`src/rtl/control_unit.sv`:
```
// control_unit: multicycle RV32I sequencer; flash boot loader enabled by CONTROL_UNIT_FLASH_BOOT_EN
module control_unit #(
  parameter int WIDTH = 32,
  parameter int BOOT_WORDS = 2048
) (
  input  logic             clk,
  input  logic             rst,
  input  logic [6:0]       opcode,
  input  logic             run,
  input  logic             boot_valid,
  input  logic [WIDTH-1:0] boot_data,
  input  logic             boot_last,
  output logic             boot_ready,
  output logic             flash_en,
  output logic [10:0]      flash_addr,
  output logic [WIDTH-1:0] flash_data,
  output logic             ir_wren,
  output logic             pc_inc,
  output logic             regfile_wren,
  output logic             halted,
  output logic             illegal,
  output logic [31:0]      instret
);
  localparam logic [2:0] BOOT       = 3'd0;
  localparam logic [2:0] BOOT_FLUSH = 3'd1;
  localparam logic [2:0] FETCH      = 3'd2;
  localparam logic [2:0] LOAD_IR    = 3'd3;
  localparam logic [2:0] DECODE     = 3'd4;
  localparam logic [2:0] EXEC       = 3'd5;
  localparam logic [2:0] HALT       = 3'd6;
  localparam logic [2:0] TRAP       = 3'd7;
  localparam logic [6:0] OPC_OP     = 7'h33;
  localparam logic [6:0] OPC_SYSTEM = 7'h73;
  logic [2:0] state, next;
  logic boot_done;
`ifdef CONTROL_UNIT_FLASH_BOOT_EN
  localparam logic [2:0] RESET_STATE = BOOT;
  localparam logic [10:0] LAST = 11'(BOOT_WORDS - 1);
  logic [10:0] count;
  logic hs;
  assign hs = boot_valid && boot_ready;
  assign boot_done = hs && (boot_last || count == LAST);
  // boot_ready is registered so it is low on the first cycle after reset
  always_ff @(posedge clk)
    if (!rst) begin
      count <= '0;
      flash_en <= 1'b0;
      flash_addr <= '0;
      flash_data <= '0;
      boot_ready <= 1'b0;
    end else begin
      flash_en <= hs;
      boot_ready <= next == BOOT;
      if (hs) begin
        flash_addr <= count;
        flash_data <= boot_data;
        count <= count + 11'd1;
      end
    end
`else
  localparam logic [2:0] RESET_STATE = FETCH;
  localparam int unused_words = BOOT_WORDS;
  logic unused_boot;
  assign unused_boot = ^{boot_valid, boot_data, boot_last};
  assign boot_done = 1'b0;
  assign boot_ready = 1'b0;
  assign flash_en = 1'b0;
  assign flash_addr = '0;
  assign flash_data = '0;
`endif
  always_comb begin
    next = state;
    case (state)
      BOOT:       next = boot_done ? BOOT_FLUSH : BOOT;
      BOOT_FLUSH: next = FETCH;
      FETCH:      next = run ? LOAD_IR : FETCH;
      LOAD_IR:    next = DECODE;
      DECODE:     next = opcode == OPC_OP ? EXEC : opcode == OPC_SYSTEM ? HALT : TRAP;
      EXEC:       next = FETCH;
      default:    next = state;
    endcase
  end
  always_ff @(posedge clk)
    if (!rst) begin
      state <= RESET_STATE;
      illegal <= 1'b0;
      instret <= '0;
    end else begin
      state <= next;
      illegal <= illegal | (next == TRAP);
      if (state == EXEC) instret <= instret + 32'd1;
    end
  assign ir_wren = state == LOAD_IR;
  assign pc_inc = state == EXEC;
  assign regfile_wren = state == EXEC;
  assign halted = state == HALT || state == TRAP;
endmodule

```
`config.mk`:
```
export PLATFORM = sky130hd
export DESIGN_NAME = control_unit
export DESIGN_NICKNAME = d
export VERILOG_FILES = /design/src/rtl/control_unit.sv
export SDC_FILE = /design/constraint.sdc
export NUM_CORES = 1
export LEC_CHECK = 0
export CORE_ASPECT_RATIO = 0.9
export CORE_MARGIN = 1
export CORE_UTILIZATION = 39
export DETAILED_ROUTE_END_ITERATION = 6
export PLACE_DENSITY = 0.79
export SETUP_SLACK_MARGIN = 0.4
export SYNTH_ARGS = -nofsm -noshare
export SYNTH_HDL_FRONTEND = slang
export SYNTH_SLANG_ARGS = --single-unit
```
`constraint.sdc`:
```
create_clock -name clk -period 2.1 [get_ports clk]
set_input_delay 0.315 -clock clk [delete_from_list [all_inputs] [get_ports clk]]
set_output_delay 0.315 -clock clk [all_outputs]
set_load 0.01 [all_outputs]
```
Word level (Yosys, flattened, before mapping)
Index checks and enable logic that the tools add are counted.
{ "op_classes": {"n_reduce_logical": 3, "eq_ne": 10, "muxes": 4, "n_addsub": 1, "bitwise_logic": 1} }
{ "ops": {"columns": ["operator", "count"], "rows": [
  ["$add 32x1->32 const B", 1],
  ["$eq 3x3->1 const B", 5],
  ["$pmux 3 s5", 1],
  ["$eq 7x6->1 const B", 1],
  ["$eq 7x7->1 const B", 1],
  ["$eq 3x2->1 const B", 2],
  ["$eq 3x1->1 const B", 1],
  ["$logic_not 3->1", 1],
  ["$mux 1", 2],
  ["$mux 2", 1],
  ["$reduce_or 2->1", 1],
  ["$logic_or 1x1->1", 1],
  ["$or 1x1->1", 1]
]} }
{ "word_totals": {"wordCells": 22, "regBits": 36, "input_bits": 44} }

Logic depth before layout (Yosys ltp)
{ "logic_depth": {"word_depth": 6, "mapped_depth": 6, "depth_no_buf": 5} }

Worst setup path before layout
OpenSTA, ideal clock, no wires.
{ "synth_path": {"kind": "reg-to-reg", "from": "register instret[4]", "to": "register instret[30]", "required_ps": 1965, "slack_ps": 141, "path_stages_with_launch": 7, "n_path_buf": 2, "period_less_slack_ps": 1959, "setup_ps": 135, "arrival_time_ps": 1824, "path_cell_list": "dfxtp_1 > nand4_2 > buf_6 > or4_4 > buf_4 > o311ai_0 > o41ai_1"} }
{ "synth_between": {"elab_chain_len": 1} }
{ "synth_lines": {"columns": ["element", "line_no", "text"], "rows": [
  ["start: declaration", "22", "output logic [31:0] instret"],
  ["start signal: assignment", "91", "if (state == EXEC) instret <= instret + 32'd1;"],
  ["$add 32x1->32", "91", null]
]} }
Every way passes these cells.
A chain may end at the register's enable or synchronous reset.

Worst setup path in the final report
{ "layout_path": {"from": "register state[1]", "to": "register instret[22]"} }
{ "layout_between": {"elab_chain_len": 1} }
{ "layout_lines": {"columns": ["element", "line_no", "text"], "rows": [
  ["start: declaration", "34", "logic [2:0] state, next;"],
  ["start signal: assignment", "89", "state <= next;"],
  ["$eq 3x3->1", "91", null]
]} }
Every way passes these cells.

==> out/metrics.csv <==
stage,metric,value,unit
outcome,status,"complete, no violations",
power,Pleak,1.208,nW
worst_setup_path,crit path cell chain,nand4b_1 > or4_4 > or4_1 > a21oi_1,
route,routed len/inst,15.82,µm
power,power per cell area,422.5,nW/µm²
finish,diodes inserted,0,
sta,Clock Skew,0.002130,ns
power,VDD IR max,0.3021,mV
logic_synthesis,Synthesis Warnings,0,
finish,Area growth syn-to-layout,43.16,%
route,number of routed nets with antenna violations,0,
route,Max Used Layer,met4,
sta,Setup-failing EPs final,0,
worst_setup_path,crit start category,flop,
worst_setup_path,crit path kind,reg -> reg,
finish,nets@finish,399,
sta,"Hold Vio Cnt, Final",0,
sta,Achievable Freq,0.5475,GHz
clock_tree,"Reg clk slew, reported paths",0.07,ns
sta,RSZ-0062 raised after global routing,true,
worst_setup_path,Worst Path Max Fanout,5,
floorplan,core area,5380,µm²
global_routing,gr ovfl total,0,
global_routing,total track usage,21.94,%
logic_synthesis,Synth area leader,dfxtp_1,
placement,Post-DP Area,2645,µm²
route,DR iter-0 viols,237,
finish,post-layout instance area,3196,µm²
worst_setup_path,slowest CP cell,or4_4,
route,Via Count,2383,
finish,fin cells,422,
clock_tree,number of buffers created by CTS,5,
clock_tree,CTS max path bufs,2,
sta,minimum clock period,1.827,ns
global_routing,first-pass GRT wire length,9936,µm
hold_path,Hold Crit Start,illegal,
finish,fillcell total,461,
hold_path,Worst Hold Class,reg -> reg,
route,wl on met1,2532,µm
clock_tree,CTS tree,yes,
sta,setup ws final,0.2735,ns
route,Vias/cell,5.647,
logic_synthesis,mapped cell area,2232,µm²
route,DR WL met2,3314,µm
logic_synthesis,"Avg Cell Area, Syn",8.237,µm²
worst_setup_path,Worst R2R Start,state[1],
placement,Port Buffers,46,
clock_tree,CTS sink cnt,36,
global_routing,pin count of the biggest net entering global routing,30,
placement,GPL Wtd Cong,0.8352,
global_routing,initial antenna violation count,0,
floorplan,Die X,81.75,µm
worst_setup_path,Crit path largest cell delay,0.61,ns
floorplan,# IOs,126,
placement,Placement Setup Slack,0.1964,ns
floorplan,Die ar.,6030,µm²
flow_run,# Max-Cap Violations,0,
clock_tree,maximum level of the CTS H-tree,2,
logic_synthesis,Synth cell types,42,
logic_synthesis,Synth top area share,32.29,%
clock_tree,CTS Root Buffer Type,clkbuf_8,
floorplan,chip height,73.77,µm
route,Routed WL,6676,µm
sta,Tcrit/Tclk final,86.98,%
worst_setup_path,origin of the worst setup path,state[1],
route,routed length on met3,628,µm
floorplan,Initial Util,41.49,%
logic_synthesis,Synth Instances,271,
logic_synthesis,synthesized flop and latch total,36,
worst_setup_path,Critical Path RT,2.33,ns
floorplan,row count,25,
finish,fraction of layout cells with a size suffix above 1,30.42,%
global_routing,vias in the first global route,2064,
logic_synthesis,synth top area cells,"dfxtp_1 32%, buf_4 16%, a21oi_1 4.9%, or4_1 4.7%, o31ai_1 4.4%",
placement,Inst Count DP,377,
worst_setup_path,WP data arrival,2.05,ns
worst_setup_path,CP Capture Type,flop,
clock_tree,"Clk Latency, worst-skew pair",0.30,ns
route,DR pass1 iterations,5,
placement,post-DP HPWL,3762,µm
sta,setup TNS,0,ns
route,drc violations,0,
sta,"Slew Viols, Final",0,
sta,hold slack,0.4875,ns
logic_synthesis,"Seq/Total Area, Yosys",32.29,%
==> state kept, by name, summed over array words and instances (netlist names) <==
signal and flops:
state 3, illegal 1, instret 32
==> per-layer routing <==
layer / vias to the layer above / track usage, %
met5: - / 0
met4: 0 / 9.747
met3: 32 / 6.211
met2: 160 / 35.63
met1: 1115 / 26.77
li1: 1076 / -
==> where the power goes <==
group / total (W) / internal [W] / switching (W) / leakage, nW
clock: 0.000486 / 0.000225 / 0.000261 / 0.0453
sequential: 0.000684 / 0.000668 / 0.0000153 / 0.311
combinational: 0.000180 / 0.0000770 / 0.000103 / 0.852
total: 0.00135 / 0.000970 / 0.000380 / 1.21
==> worst max-delay path: cells and delay by family, from the launching register on <==
family | cells | cell delay (ns)
and+or+nand+nor | 3 | 1.24
DFF | 1 | 0.35
AOI/OAI and AO/OA | 1 | 0.16
==> cell usage after synthesis (all sizes together) <==
master and count:
conb 1, nand2 21, nand4b 2, and3 5, a21boi 1, o31ai 13, and2 2, a21oi 22
a21o 1, nor3 4, nand3 12, or3 7, xor2 3, o311ai 2, nor3b 1, o41ai 3
o21a 1, or2 2, nor4 5, buf 52, nand4 13, inv 3, xnor2 6, mux2i 2
dfxtp 36, clkinv 1, nand3b 1, ha 1, o211a 1, nand2b 4, clkbuf 6, o21ai 6
and4 2, or4 18, nor2 11
==> final timing paths <==
kind,cells past startpoint,to,slack [ns]
worst max-delay path,4,instret[22],0.27
worst min-delay path,1,illegal,0.49
worst max register to register,4,instret[22],0.27
worst min register to register,1,illegal,0.49
==> logic make-up after synthesis <==
logic type / count (synthesis) / synth area share [%]
DFF: 36 / 32.29
AOI/OAI and AO/OA: 50 / 14.07
other: 1 / 0.1680
xor gates and xnor gates: 9 / 3.532
adders and majority gates: 1 / 0.5604
and+or+nand+nor: 110 / 29.04
muxes: 2 / 0.8969
buffers and inverters: 62 / 19.45
==> stage by stage <==
| stage | util, % | power, W |
|---|---|---|
| after global placement | 49.16 | 0.0008824 |
| after CTS | 56.51 | 0.001345 |
| after floorplan | - | 0.0009018 |
| after detailed placement | 49.16 | 0.0008857 |
| after global routing | 59.40 | 0.001408 |
| final | 59.40 | 0.001350 |
==> timing repair <==
action	CTS	global route
setup buffers	27	8
setup endpoints to repair	23	22
pin swaps	5	9
cloned	1	1
gates resized for setup	41	22
hold buffers	0	0
==> cell type report <==
class	count	area [µm²]	share of cell area (%)
clock inverters	3	13.76	0.4307
multi-input cells	219	1406	44.01
flip-flops and latches	36	815.8	25.53
repair buffers	88	787.0	24.63
clock buffers	5	68.82	2.153
inverters	4	20.02	0.6265
well taps	67	83.83	2.623
==> cell usage in the layout, fill, tap and decap left out, types with 2 or more instances in the layout <==
cell type,count
a21oi_1,20
a21oi_2,2
and3_1,5
buf_4,38
buf_6,4
clkbuf_8,5
clkdlybuf4s50_1,42
clkinv_2,2
conb_1,45
dfxtp_1,8
dfxtp_2,4
dfxtp_4,24
dlygate4sd2_1,3
inv_1,3
mux2i_1,2
nand2_1,19
nand2b_1,4
nand3_1,9
nand3_2,2
nand4_1,12
nor2_1,11
nor3_1,4
nor4_1,4
o21ai_0,6
o31ai_1,12
o41ai_1,2
or2_2,2
or3_1,6
or4_1,9
or4_4,10
xnor2_1,6
xor2_1,3
Power figures use the tool's default switching activity.
